**config.mk**
```make
export PLATFORM = sky130hd
export DESIGN_NAME = ex_wb_regfile_flat
export DESIGN_NICKNAME = d
export VERILOG_FILES = /design/src/rtl/ex_wb_regfile_if.sv /design/src/rtl/ex_wb_regfile.sv /design/src/flat_wrapper.sv
export SDC_FILE = /design/constraint.sdc
export NUM_CORES = 1
export LEC_CHECK = 0
export BUFFER_PORTS_ARGS = -buffer_cell sky130_fd_sc_hd__buf_2
export CORE_MARGIN = 4
export CORE_UTILIZATION = 58
export DETAILED_ROUTE_END_ITERATION = 12
export PLACE_DENSITY = 0.81
export SYNTH_ARGS = -nofsm -noshare
export SYNTH_HDL_FRONTEND = slang
export SYNTH_SLANG_ARGS = --single-unit
```
**constraint.sdc**
```tcl
create_clock -name clock -period 4.3 [get_ports clock]
set_input_delay 0.86 -clock clock [delete_from_list [all_inputs] [get_ports clock]]
set_output_delay 0.86 -clock clock [all_outputs]
set_load 0.05 [all_outputs]
```
**src/rtl/ex_wb_regfile_if.sv**
```systemverilog
// EX-stage operand/control bundle, decode read ports and EX/WB status of the 8-bit core.
// master = ID/EX + decode side, slave = ex_wb_regfile.
interface ex_wb_regfile_if #(
  parameter int unsigned DATA_W = 8,
  parameter int unsigned ADDR_W = 3,
  parameter int unsigned CNT_W  = 16
);
  logic [DATA_W-1:0] ex_rsdata_in;
  logic [DATA_W-1:0] ex_rddata_in;
  logic [ADDR_W-1:0] ex_rs_in;
  logic [ADDR_W-1:0] ex_rd_in;
  logic              ex_write_mux_in;
  logic              ex_regwrite_in;
  logic [ADDR_W-1:0] id_rs_addr;
  logic [ADDR_W-1:0] id_rd_addr;
  logic [DATA_W-1:0] id_rs_rdata;
  logic [DATA_W-1:0] id_rd_rdata;
  logic              wb_valid_out;
  logic [ADDR_W-1:0] wb_rd_out;
  logic [DATA_W-1:0] wb_data_out;
  logic              carry_out;
  logic [CNT_W-1:0]  retired_count;

  modport master (
    output ex_rsdata_in, ex_rddata_in, ex_rs_in, ex_rd_in, ex_write_mux_in, ex_regwrite_in,
    output id_rs_addr, id_rd_addr,
    input  id_rs_rdata, id_rd_rdata, wb_valid_out, wb_rd_out, wb_data_out, carry_out,
    input  retired_count
  );

  modport slave (
    input  ex_rsdata_in, ex_rddata_in, ex_rs_in, ex_rd_in, ex_write_mux_in, ex_regwrite_in,
    input  id_rs_addr, id_rd_addr,
    output id_rs_rdata, id_rd_rdata, wb_valid_out, wb_rd_out, wb_data_out, carry_out,
    output retired_count
  );
endinterface

```
**src/rtl/ex_wb_regfile.sv**
```systemverilog
// Execute (ADD/MOV) with EX/WB latch, 8-entry register file, bypassed read ports and forwarding.
// Optional ZERO_REG_EN: r0 hardwired to zero (writes dropped but counted, no bypass/forwarding).
module ex_wb_regfile #(
  parameter int unsigned DATA_W = 8,
  parameter int unsigned ADDR_W = 3,
  parameter int unsigned CNT_W  = 16
) (
  input  logic clock,
  input  logic reset,
  ex_wb_regfile_if.slave bus
);

  localparam int unsigned DEPTH = 2 ** ADDR_W;

`ifdef ZERO_REG_EN
  localparam logic ZERO_EN = 1'b1;
`else
  localparam logic ZERO_EN = 1'b0;
`endif

  logic [DATA_W-1:0] regs_q [DEPTH];
  logic              wb_valid_q;
  logic [ADDR_W-1:0] wb_rd_q;
  logic [DATA_W-1:0] wb_data_q;
  logic              carry_q;
  logic              carry_d;
  logic [CNT_W-1:0]  cnt_q;
  logic [CNT_W-1:0]  cnt_d;

  logic              fwd_s;
  logic              fwd_d;
  logic [DATA_W-1:0] op_s;
  logic [DATA_W-1:0] op_d;
  logic [DATA_W:0]   sum;
  logic [DATA_W-1:0] result_d;
  logic              wr_en;
  logic [DATA_W-1:0] rs_rdata;
  logic [DATA_W-1:0] rd_rdata;

  // Operand forwarding from EX/WB, then execute.
  always_comb begin
    fwd_s    = wb_valid_q && (wb_rd_q == bus.ex_rs_in) && !(ZERO_EN && (bus.ex_rs_in == '0));
    fwd_d    = wb_valid_q && (wb_rd_q == bus.ex_rd_in) && !(ZERO_EN && (bus.ex_rd_in == '0));
    op_s     = fwd_s ? wb_data_q : bus.ex_rsdata_in;
    op_d     = fwd_d ? wb_data_q : bus.ex_rddata_in;
    sum      = {1'b0, op_s} + {1'b0, op_d};
    result_d = bus.ex_write_mux_in ? op_s : sum[DATA_W-1:0];
  end

  // Carry tracks only ADDs that write; retired counter saturates.
  always_comb begin
    carry_d = carry_q;
    if (bus.ex_regwrite_in && !bus.ex_write_mux_in) begin
      carry_d = sum[DATA_W];
    end
    cnt_d = cnt_q;
    if (wb_valid_q && (cnt_q != '1)) begin
      cnt_d = cnt_q + CNT_W'(1);
    end
    wr_en = wb_valid_q && !(ZERO_EN && (wb_rd_q == '0));
  end

  // Read ports with write-through bypass of the pending EX/WB value.
  always_comb begin
    rs_rdata = regs_q[bus.id_rs_addr];
    if (ZERO_EN && (bus.id_rs_addr == '0)) begin
      rs_rdata = '0;
    end else if (wb_valid_q && (wb_rd_q == bus.id_rs_addr)) begin
      rs_rdata = wb_data_q;
    end
    rd_rdata = regs_q[bus.id_rd_addr];
    if (ZERO_EN && (bus.id_rd_addr == '0)) begin
      rd_rdata = '0;
    end else if (wb_valid_q && (wb_rd_q == bus.id_rd_addr)) begin
      rd_rdata = wb_data_q;
    end
  end

  always_ff @(posedge clock or negedge reset) begin
    if (!reset) begin
      wb_valid_q <= 1'b0;
      wb_rd_q    <= '0;
      wb_data_q  <= '0;
      carry_q    <= 1'b0;
      cnt_q      <= '0;
    end else begin
      wb_valid_q <= bus.ex_regwrite_in;
      wb_rd_q    <= bus.ex_rd_in;
      wb_data_q  <= result_d;
      carry_q    <= carry_d;
      cnt_q      <= cnt_d;
    end
  end

  // Register file: written one edge after the EX/WB latch.
  always_ff @(posedge clock or negedge reset) begin
    if (!reset) begin
      for (int i = 0; i < int'(DEPTH); i++) begin
        regs_q[i] <= '0;
      end
    end else if (wr_en) begin
      regs_q[wb_rd_q] <= wb_data_q;
    end
  end

  assign bus.id_rs_rdata   = rs_rdata;
  assign bus.id_rd_rdata   = rd_rdata;
  assign bus.wb_valid_out  = wb_valid_q;
  assign bus.wb_rd_out     = wb_rd_q;
  assign bus.wb_data_out   = wb_data_q;
  assign bus.carry_out     = carry_q;
  assign bus.retired_count = cnt_q;

endmodule

```
**src/flat_wrapper.sv**
```systemverilog
// flat-port wrapper written by rule: the top's interface ports become plain ports
module ex_wb_regfile_flat 
#(
  parameter int unsigned DATA_W = 8,
  parameter int unsigned ADDR_W = 3,
  parameter int unsigned CNT_W  = 16
)
  (clock, reset, bus_ex_rsdata_in, bus_ex_rddata_in, bus_ex_rs_in, bus_ex_rd_in, bus_ex_write_mux_in, bus_ex_regwrite_in, bus_id_rs_addr, bus_id_rd_addr, bus_id_rs_rdata, bus_id_rd_rdata, bus_wb_valid_out, bus_wb_rd_out, bus_wb_data_out, bus_carry_out, bus_retired_count);
  ex_wb_regfile_if #(.DATA_W(DATA_W), .ADDR_W(ADDR_W), .CNT_W(CNT_W)) bus_i ();
  input  logic clock;
  input  logic reset;
  input wire logic [$bits(bus_i.ex_rsdata_in)-1:0] bus_ex_rsdata_in;
  input wire logic [$bits(bus_i.ex_rddata_in)-1:0] bus_ex_rddata_in;
  input wire logic [$bits(bus_i.ex_rs_in)-1:0] bus_ex_rs_in;
  input wire logic [$bits(bus_i.ex_rd_in)-1:0] bus_ex_rd_in;
  input wire logic [$bits(bus_i.ex_write_mux_in)-1:0] bus_ex_write_mux_in;
  input wire logic [$bits(bus_i.ex_regwrite_in)-1:0] bus_ex_regwrite_in;
  input wire logic [$bits(bus_i.id_rs_addr)-1:0] bus_id_rs_addr;
  input wire logic [$bits(bus_i.id_rd_addr)-1:0] bus_id_rd_addr;
  output wire logic [$bits(bus_i.id_rs_rdata)-1:0] bus_id_rs_rdata;
  output wire logic [$bits(bus_i.id_rd_rdata)-1:0] bus_id_rd_rdata;
  output wire logic [$bits(bus_i.wb_valid_out)-1:0] bus_wb_valid_out;
  output wire logic [$bits(bus_i.wb_rd_out)-1:0] bus_wb_rd_out;
  output wire logic [$bits(bus_i.wb_data_out)-1:0] bus_wb_data_out;
  output wire logic [$bits(bus_i.carry_out)-1:0] bus_carry_out;
  output wire logic [$bits(bus_i.retired_count)-1:0] bus_retired_count;
  assign bus_i.ex_rsdata_in = bus_ex_rsdata_in;
  assign bus_i.ex_rddata_in = bus_ex_rddata_in;
  assign bus_i.ex_rs_in = bus_ex_rs_in;
  assign bus_i.ex_rd_in = bus_ex_rd_in;
  assign bus_i.ex_write_mux_in = bus_ex_write_mux_in;
  assign bus_i.ex_regwrite_in = bus_ex_regwrite_in;
  assign bus_i.id_rs_addr = bus_id_rs_addr;
  assign bus_i.id_rd_addr = bus_id_rd_addr;
  assign bus_id_rs_rdata = bus_i.id_rs_rdata;
  assign bus_id_rd_rdata = bus_i.id_rd_rdata;
  assign bus_wb_valid_out = bus_i.wb_valid_out;
  assign bus_wb_rd_out = bus_i.wb_rd_out;
  assign bus_wb_data_out = bus_i.wb_data_out;
  assign bus_carry_out = bus_i.carry_out;
  assign bus_retired_count = bus_i.retired_count;
  ex_wb_regfile #(.DATA_W(DATA_W), .ADDR_W(ADDR_W), .CNT_W(CNT_W)) u_core (.clock(clock), .reset(reset), .bus(bus_i));
endmodule
```
### After elaboration in Yosys (flattened, before gate mapping)

Cells that the tools add are included.
W data, S select, Z words.

* flip-flop bits (word level): 93
* bits in latches: 0
* RAM bits: 0
* bits in read-only memories: 0
* bits of input ports: 32
* output and inout port bits: 45
* word-level logic and storage cells: 49
* memories kept: 0

* $add $sub $neg: 2
* multiply operators: 0
* div/mod/pow operators: 0
* $lt $le $gt $ge: 4
* eq/ne operators: 5
* shift operators: 0
* muxes and demuxes: 14
* bitwise operators: 3
* reductions and logical operators: 8

Operators with widths (count)
* $mux W8: 10
* $bwmux W64: 1
* $bmux W8 S3: 2
* $demux W8 S3: 1
* $add A16 B1 Y16 const B: 1
* $ne A16 B16 Y1 const B: 1
* $eq A3 B3 Y1: 4
* $ge A4 B4 Y1 const B: 3
* $not A3 Y4: 3
* $add A8 B8 Y9: 1
* $logic_and A1 B1 Y1: 7
* $lt A4 B1 Y1 const B: 1
* $logic_not A1 Y1: 1

### Logic depth before layout (Yosys ltp)

Gate-level depths: netlist of run 1.

* word-level depth: 6
* gate-level depth with buffers: 10
* depth with buffers taken out: 9

### Worst setup path before layout of run 1

No wires, ideal clock.

* path kind: register to register
* start point: register u_core.wb_rd_q[0], in the netlist u_core.bus.wb_rd_out[0]
* end point: register u_core.wb_data_q[6], in the netlist u_core.bus.wb_data_out[6]
* setup time: 129 ps
* arrival: 3425 ps
* data required time: 4171 ps
* path slack: 746 ps
* cell stages (with the launch flop): 11
* path buffers: 1
* clock period less this slack: 3554 ps
* cell sequence: dfrtp_1 buf_2 xnor2_1 nand4_1 mux2_2 ha_1 fa_1 a211oi_1 o21ai_0 mux2_2 a2111o_1

* word-level cells in the longest chain between the ends: 5
* elaborated cells between the ends (all ways): 8
* those cells by class: add/sub: 1; eq/ne: 2; mux: 3; reduce/logical: 2

Ends and longest elaborated chain
* start, declared: RTL line ex_wb_regfile.sv:23 `logic [ADDR_W-1:0] wb_rd_q;`
* start signal, assigned: RTL line ex_wb_regfile.sv:88 `wb_rd_q <= bus.ex_rd_in;`
* $eq A3 B3 Y1, on equally long branches: RTL line ex_wb_regfile.sv:42, ex_wb_regfile.sv:43
* $logic_and A1 B1 Y1, on equally long branches: RTL line ex_wb_regfile.sv:42, ex_wb_regfile.sv:43
* $mux W8, on equally long branches: RTL line ex_wb_regfile.sv:44, ex_wb_regfile.sv:45
* $add A8 B8 Y9: RTL line ex_wb_regfile.sv:46 `sum = {1'b0, op_s} + {1'b0, op_d};`
* $mux W8 *: RTL line ex_wb_regfile.sv:47 `result_d = bus.ex_write_mux_in ? op_s : sum[DATA_W-1:0];`
* named net u_core.result_d[6]: RTL line ex_wb_regfile.sv:35 `logic [DATA_W-1:0] result_d;`
* end signal, assigned: RTL line ex_wb_regfile.sv:89 `wb_data_q <= result_d;`
* end, declared: RTL line ex_wb_regfile.sv:24 `logic [DATA_W-1:0] wb_data_q;`

The timed path passes the listed nets; every way through them passes the cells marked *.
A chain may end at the register's enable or synchronous reset.

### Final worst setup path of run 1

* start point: register u_core.wb_rd_q[1], in the netlist u_core.bus.wb_rd_out[1]
* end point: register u_core.wb_data_q[6], in the netlist u_core.bus.wb_data_out[6]

The elaborated chain is that of the path after synthesis.

==> results of run 1 <==
-- path summary, 6_finish.rpt --
path                                                                from                                  endpoint  slack [ps]  depth (start not counted)
worst max-delay path                   u_core.bus.wb_rd_out[1]$_DFF_PN0_       u_core.bus.wb_data_out[6]$_DFF_PN0_         790                          9
worst min-delay path            u_core.bus.retired_count[15]$_DFFE_PN0P_  u_core.bus.retired_count[15]$_DFFE_PN0P_         490                          1
worst max register to register         u_core.bus.wb_rd_out[1]$_DFF_PN0_       u_core.bus.wb_data_out[6]$_DFF_PN0_         790                          9
worst min register to register  u_core.bus.retired_count[15]$_DFFE_PN0P_  u_core.bus.retired_count[15]$_DFFE_PN0P_         490                          1
max in group asynchronous                                          reset             u_core.regs_q[60]$_DFFE_PN0P_        2770                          2
min in group asynchronous                                          reset             u_core.regs_q[56]$_DFFE_PN0P_         590                          1
-- cells by family after synthesis --
family	Yosys count	share of synthesized area, %
AO/OA/AOI/OAI	44	5.07
XOR/XNOR	28	4.84
adder cells (fa/ha/maj)	10	2.43
buffers and inverters	28	2.57
flip-flops	93	42.7
multiplexers	134	34.0
AND/OR/NAND/NOR	79	8.38
-- cells in the final DEF (no fill, tap or decap), types with 3 or more instances in the layout --
master and count:
a21oi_1 24, buf_2 75, buf_4 11, clkbuf_8 10, dfrtp_1 93, ha_1 9, mux2_2 84, mux2i_1 16
mux4_2 32, nand2_1 13, nand3_1 4, nand4_1 7, nand4b_1 3, nor2_1 21, nor3_1 7, nor3b_1 3
nor4b_1 3, o21ai_0 6, xnor2_1 14, xor2_1 13
-- area by class of cell --
| type | count | area, sq um |
|---|---|---|
| clock inverter | 5 | 35.0 |
| inverter | 2 | 7.51 |
| multi-input combinational | 295 | 2980 |
| sequential | 93 | 2330 |
| fill | 687 | 3110 |
| tap | 111 | 139 |
| timing repair buffer | 86 | 458 |
| clock buffer | 11 | 141 |
-- power groups by stage --
stage | Combinational, mW | Clock [mW] | Sequential (mW)
floorplan | 0.911 | 0 | 1.47
global placement | 1.29 | 0 | 1.37
detailed placement | 1.32 | 0 | 1.39
CTS | 1.32 | 0.552 | 1.38
global route | 1.40 | 0.590 | 1.42
finish | 1.32 | 0.544 | 1.38
-- sequential cells by signal, summed over array words and instances (netlist names) --
register and count:
u_core.bus.wb_rd_out 3, u_core.regs_q 64, u_core.bus.retired_count 16, u_core.bus.carry_out 1, u_core.bus.wb_valid_out 1, u_core.bus.wb_data_out 8
-- synthesized netlist by cell type, types with 3 or more instances --
library cell / count / area share, %
a21oi_1: 24 / 2.2
dfrtp_1: 93 / 43
buf_4: 4 / 0.55
mux2_2: 84 / 17
nor3_1: 7 / 0.64
nor4b_1: 3 / 0.48
xor2_1: 13 / 2.1
buf_2: 8 / 0.73
nand3_1: 4 / 0.37
mux2i_1: 16 / 2.9
nand2_1: 13 / 0.90
clkbuf_1: 11 / 0.76
nand4_1: 7 / 0.80
nand4b_1: 3 / 0.48
ha_1: 9 / 2.1
xnor2_1: 14 / 2.2
nor3b_1: 3 / 0.41
mux4_2: 32 / 13
nor2_1: 21 / 1.4
o21ai_0: 6 / 0.55
-- per-layer routing --
metal  global-route usage, %  part of all wire, %  up-vias
met5                       0                    0        -
met4                    6.84                  1.4        0
met3                    4.32                  7.4       13
met2                    42.6                   51      145
met1                    32.8                   40     1943
li1                        -                    -     1719
-- worst register-to-register path, delay by kind of cell, from the launching register on --
kind | cells | cell delay [ps]
mux | 2 | 670
fa+ha+maj | 2 | 650
compound gates | 3 | 920
flops | 1 | 680
simple gates | 1 | 240
xor+xnor | 1 | 230
-- per-stage QoR --
stage	instance area [sq um]	cells
6_report	6090	603
3_3_place_gp	5910	587
2_1_floorplan	5450	416
4_1_cts	6090	603
3_5_place_dp	5910	587
5_1_grt	6090	603
==> qor.csv, run 1 <==
stage;metric;value;unit
status;outcome;completed;
logic_synthesis;syn_inst;416;
pwr;p_int;1.92;mW
critical_path;required;4560;ps
logic_synthesis;ys_ff_latch;93;
critical_path;end_kind;register;
pwr;power_density;532;nW/um^2
final_layout;final_util;66.2;%
placement;dp_hpwl;9160;microns
hold_path;holdCritPathClass;register to register;
grt;grt_pass1_vias;4062;
sta;slew_headroom;37.4;%
cts;h-tree-depth;3;
cts;insertion_delay;370;ps
route;num_vias;3820;
route;drtAntennaViolNets;0;
logic_synthesis;synth_edf_count;0;
pwr;switching_share;40.7;%
sta;setup_slack;792;ps
route;vias_per_cell;6.33;
placement;pre_cts_slack;476;ps
floorplanning;die_w;105;microns
flow_run;drv_cap;0;
cts;cts_resized;0;
route;drc;0;
critical_path;crit_top_cell;mux2_2;
grt;grt_pass1_wl;21300;microns
sta;finalHoldViolCount;0;
logic_synthesis;synth_ff_type;dfrtp_1;
grt;track_usage;24.9;%
sta;tightest_slew;934;ps
critical_path;crit_arrival;3760;ps
route;drt_wl_total;12800;microns
logic_synthesis;synth_nets;458;
pwr;ir_drop;0.239;mV
final_layout;nNetsFinal;529;
critical_path;setup.worst_path.start_class;register;
floorplanning;coreArea;9200;sq um
floorplanning;start_util;59.3;%
logic_synthesis;yosysUniqueCellTypes;49;
grt;globalRouteOverflowTotal;0;
pwr;p_sw;1.32;mW
logic_synthesis;yosys_warnings;0;
placement;place_congestion;0.860;
cts;clkSlewWorstSetupHoldPaths;100;ps
floorplanning;pin_count;77;
sta;slew_viol_final;0;
critical_path;critical_path.top_delay_family;compound AO/OA/AOI/OAI gates;
critical_path;crit_fanout;13;
final_layout;antenna_cells;0;
cts;root_buffer;clkbuf_8;
grt;grt_start_max_net_pins;67;
sta;fmax;0.285;GHz
pwr;power_leakage;2.68;nW
sta;whs;493;ps
grt;antenna_found_initial;0;
floorplanning;die_y;105;microns
logic_synthesis;ys_seq_area_share;42.7;%
sta;finalSetupViolations;0;
pwr;pwr-share-clk;16.8;%
critical_path;cpPeakStageDelay;680;ps
route;drt_iter0_markers;197;
critical_path;path_cells;xnor2_1 -> nand4_4 -> mux2_2 -> ha_1 -> fa_1 -> a211oi_1 -> o21ai_0 -> mux2_2 -> a2111o_1;
pwr;total_power;3.24;mW
sta;clock_skew;17.0;ps
final_layout;area_delta_synth_final;11.8;%
final_layout;drive_gt1_share;46.3;%
cts;cts_sinks;93;
critical_path;path_class;register to register;
sta;finalCriticalPeriod;3510;ps
floorplanning;dieArea;11000;sq um
cts;cts_setup_buffers;0;
sta;fin_tns_setup;0;ps
sta;rsz0062_at_grt;no;
logic_synthesis;syn_avg_cell_area;13.1;sq um
cts;clockBufferDepth;2;
critical_path;critPathBufInv;0;
cts;holdBufCountCts;0;
critical_path;cp_slowest_cell;dfrtp_1;
logic_synthesis;syn_area;5450;sq um
pwr;p_seq_share;42.6;%
pwr;p_comb_share;40.6;%
sta;period_share;81.6;%
cts;cts-buffers-inserted;9;
placement;io_buffers;76;
cts;cts_tree;yes;
logic_synthesis;async_flop_share;100;%
route;post_drt_wl_per_cell;21.3;microns
floorplanning;num_rows;35;
route;dr.pass1.iters;4;
Power figures use the tool's default switching activity.
==> run 2: changes to the inputs <==
- CORE_UTILIZATION: 58 -> 52
- PLACE_DENSITY: 0.81 -> 0.76
- clock period: 4.3 -> 3 ns (I/O delays scaled with it)
==> qor.csv, run 2 (synthesis results as in run 1) <==
stage;metric;value;unit;change
cts;cts-buffers-inserted;9;;unchanged
final_layout;regMostFlops;u_core.regs_q;;
final_layout;drive_gt1_share;49.5;%;+3.2 points
cts;insertion_delay;370;ps;about the same
sta;rsz0062_at_grt;no;;
grt;busiest_layer;met2;;
cts;cts_resized;0;;unchanged
cts;h-tree-depth;3;;unchanged
floorplanning;die_y;110;microns;+5.2%
floorplanning;coreArea;10300;sq um;+12%
final_layout;largest_reg_flops;64;;unchanged
status;outcome;completed;;
route;drc;0;;unchanged
floorplanning;start_util;53.0;%;-6.2 points
placement;io_buffers;76;;unchanged
sta;finalSetupViolations;0;;unchanged
grt;grt_pass1_vias;3781;;-6.9%
sta;fmax;0.355;GHz;
final_layout;multiInputGateArea;3010;sq um;+1.0%
sta;slew_headroom;44.5;%;+7.1 points
pwr;power_density;750;nW/um^2;+41%
floorplanning;num_rows;37;;+5.7%
pwr;power_leakage;2.78;nW;+3.6%
final_layout;seq_area;2330;sq um;+0.22%
final_layout;antenna_cells;0;;unchanged
grt;antenna_found_initial;0;;unchanged
sta;finalHoldViolCount;0;;unchanged
grt;globalRouteOverflowTotal;0;;unchanged
floorplanning;dieArea;12200;sq um;+11%
hold_path;holdCritPathClass;primary input to async pin;;
cts;clkSlewWorstSetupHoldPaths;100;ps;about the same
flow_run;drv_cap;0;;unchanged
placement;place_congestion;0.885;;+2.8%
route;post_drt_wl_per_cell;19.7;microns;-7.5%
grt;grt_use_met3;3.32;%;-1.0 points
pwr;ir_drop;0.335;mV;+40%
sta;fin_tns_setup;0;ps;unchanged
critical_path;rrSetupSlack;210;ps;-580 ps
critical_path;end_kind;output pin;;
critical_path;crit_fanout;12;;-1
grt;grtUsageMet2;36.1;%;-6.5 points
placement;place_inst;626;;+6.6%
cts;clockBufferDepth;2;;unchanged
grt;track_usage;22.1;%;-2.7 points
critical_path;crit_arrival;2220;ps;-1540 ps
sta;clock_skew;10.5;ps;-6.51 ps
route;drtAntennaViolNets;0;;unchanged
route;drt_wl_total;12600;microns;-1.6%
sta;tightest_slew;828;ps;-106 ps
sta;setup_slack;181;ps;-612 ps
sta;finalCriticalPeriod;2820;ps;
floorplanning;pin_count;77;;unchanged
critical_path;required;2400;ps;-2160 ps
cts;holdBufCountCts;0;;unchanged
final_layout;final_cells;641;;+6.3%
critical_path;path_class;register to output pin;;
floorplanning;die_w;110;microns;+5.2%
placement;pre_cts_slack;-44.0;ps;-520 ps
cts;cts_tree;yes;;
route;vias_per_cell;5.98;;-5.5%
route;dr.pass1.iters;5;;+1
route;num_vias;3836;;+0.42%
placement;placed_area;6120;sq um;+3.6%
final_layout;fillers;823;;+20%
final_layout;nNetsFinal;543;;+2.6%
placement;dp_hpwl;9050;microns;-1.2%
grt;met1_usage;30.2;%;-2.6 points
final_layout;final_cell_mix;89 x dfrtp_1, 83 x mux2_2, 75 x buf_2;;
sta;period_share;94.0;%;
sta;whs;308;ps;-186 ps
route;drt_iter0_markers;248;;+26%
final_layout;finalInstanceArea;6320;sq um;+3.8%
cts;cts_setup_buffers;0;;unchanged
cts;root_buffer;clkbuf_8;;
final_layout;final_common_cell;dfrtp_1;;
sta;slew_viol_final;0;;unchanged
grt;grt_pass1_wl;20000;microns;-6.3%
final_layout;area_delta_synth_final;16.0;%;
critical_path;setup.worst_path.start_class;register;;
cts;cts_sinks;93;;unchanged
grt;grt_start_max_net_pins;61;;-9.0%
==> run 2: cell types whose count changed in the layout (fill, tap and decap cells not counted), moves of 2 or more <==
cell | previous run | this run
buf_4 | 11 | 22
dfrtp_1 | 93 | 89
dfrtp_2 | 0 | 4
buf_12 | 0 | 3
clkinv_2 | 2 | 0
==> run 2: path summary, 6_finish.rpt <==
path	startpoint	endpoint	depth (start not counted)
max in group asynchronous	reset	u_core.regs_q[33]$_DFFE_PN0P_	2
worst min-delay path	reset	u_core.bus.retired_count[4]$_DFFE_PN0P_	1
worst max register to register	u_core.bus.wb_rd_out[1]$_DFF_PN0_	u_core.bus.wb_data_out[6]$_DFF_PN0_	9
worst min register to register	u_core.bus.retired_count[11]$_DFFE_PN0P_	u_core.bus.retired_count[11]$_DFFE_PN0P_	1
worst max-delay path	u_core.bus.wb_rd_out[1]$_DFF_PN0_	bus_id_rd_rdata[4]	6
min in group clock	bus_ex_regwrite_in	u_core.bus.wb_valid_out$_DFF_PN0_	1
==> run 2: layout make-up <==
cell class | instances | share of cell area, %
repair buffers | 100 | 9.50
flip-flops and latches | 93 | 36.9
well taps | 136 | 2.69
clock buffers | 9 | 1.96
inverters | 2 | 0.119
clock inverters | 6 | 1.15
multi-input cells | 295 | 47.7
==> run 2: critical path, stage by stage (launching register included) <==
cell	delay (ps)
dfrtp_2	450
buf_4	200
xnor2_1	180
nand4_1	240
buf_4	260
a21oi_1	210
buf_2	310
==> run 2: where the power goes <==
group / internal (mW) / switching [mW]
clock: 0.389 / 0.461
combinational: 0.838 / 1.09
sequential: 1.62 / 0.344
total: 2.85 / 1.89
==> run 2: layer usage <==
metal / wire length (microns) / part of all wire (%) / up-vias
li1: - / - / 1746
met1: 5690 / 45 / 1952
met2: 6100 / 48 / 120
met3: 637 / 5.0 / 18
met4: 204 / 1.6 / 0
met5: 0 / 0 / -
==> run 2: per-stage QoR <==
step,util (%),power [mW]
floorplan,-,3.42
detailed placement,59.6,3.91
CTS,61.5,4.77
finish,61.5,4.74
global route,61.5,5.00
global placement,59.6,3.84
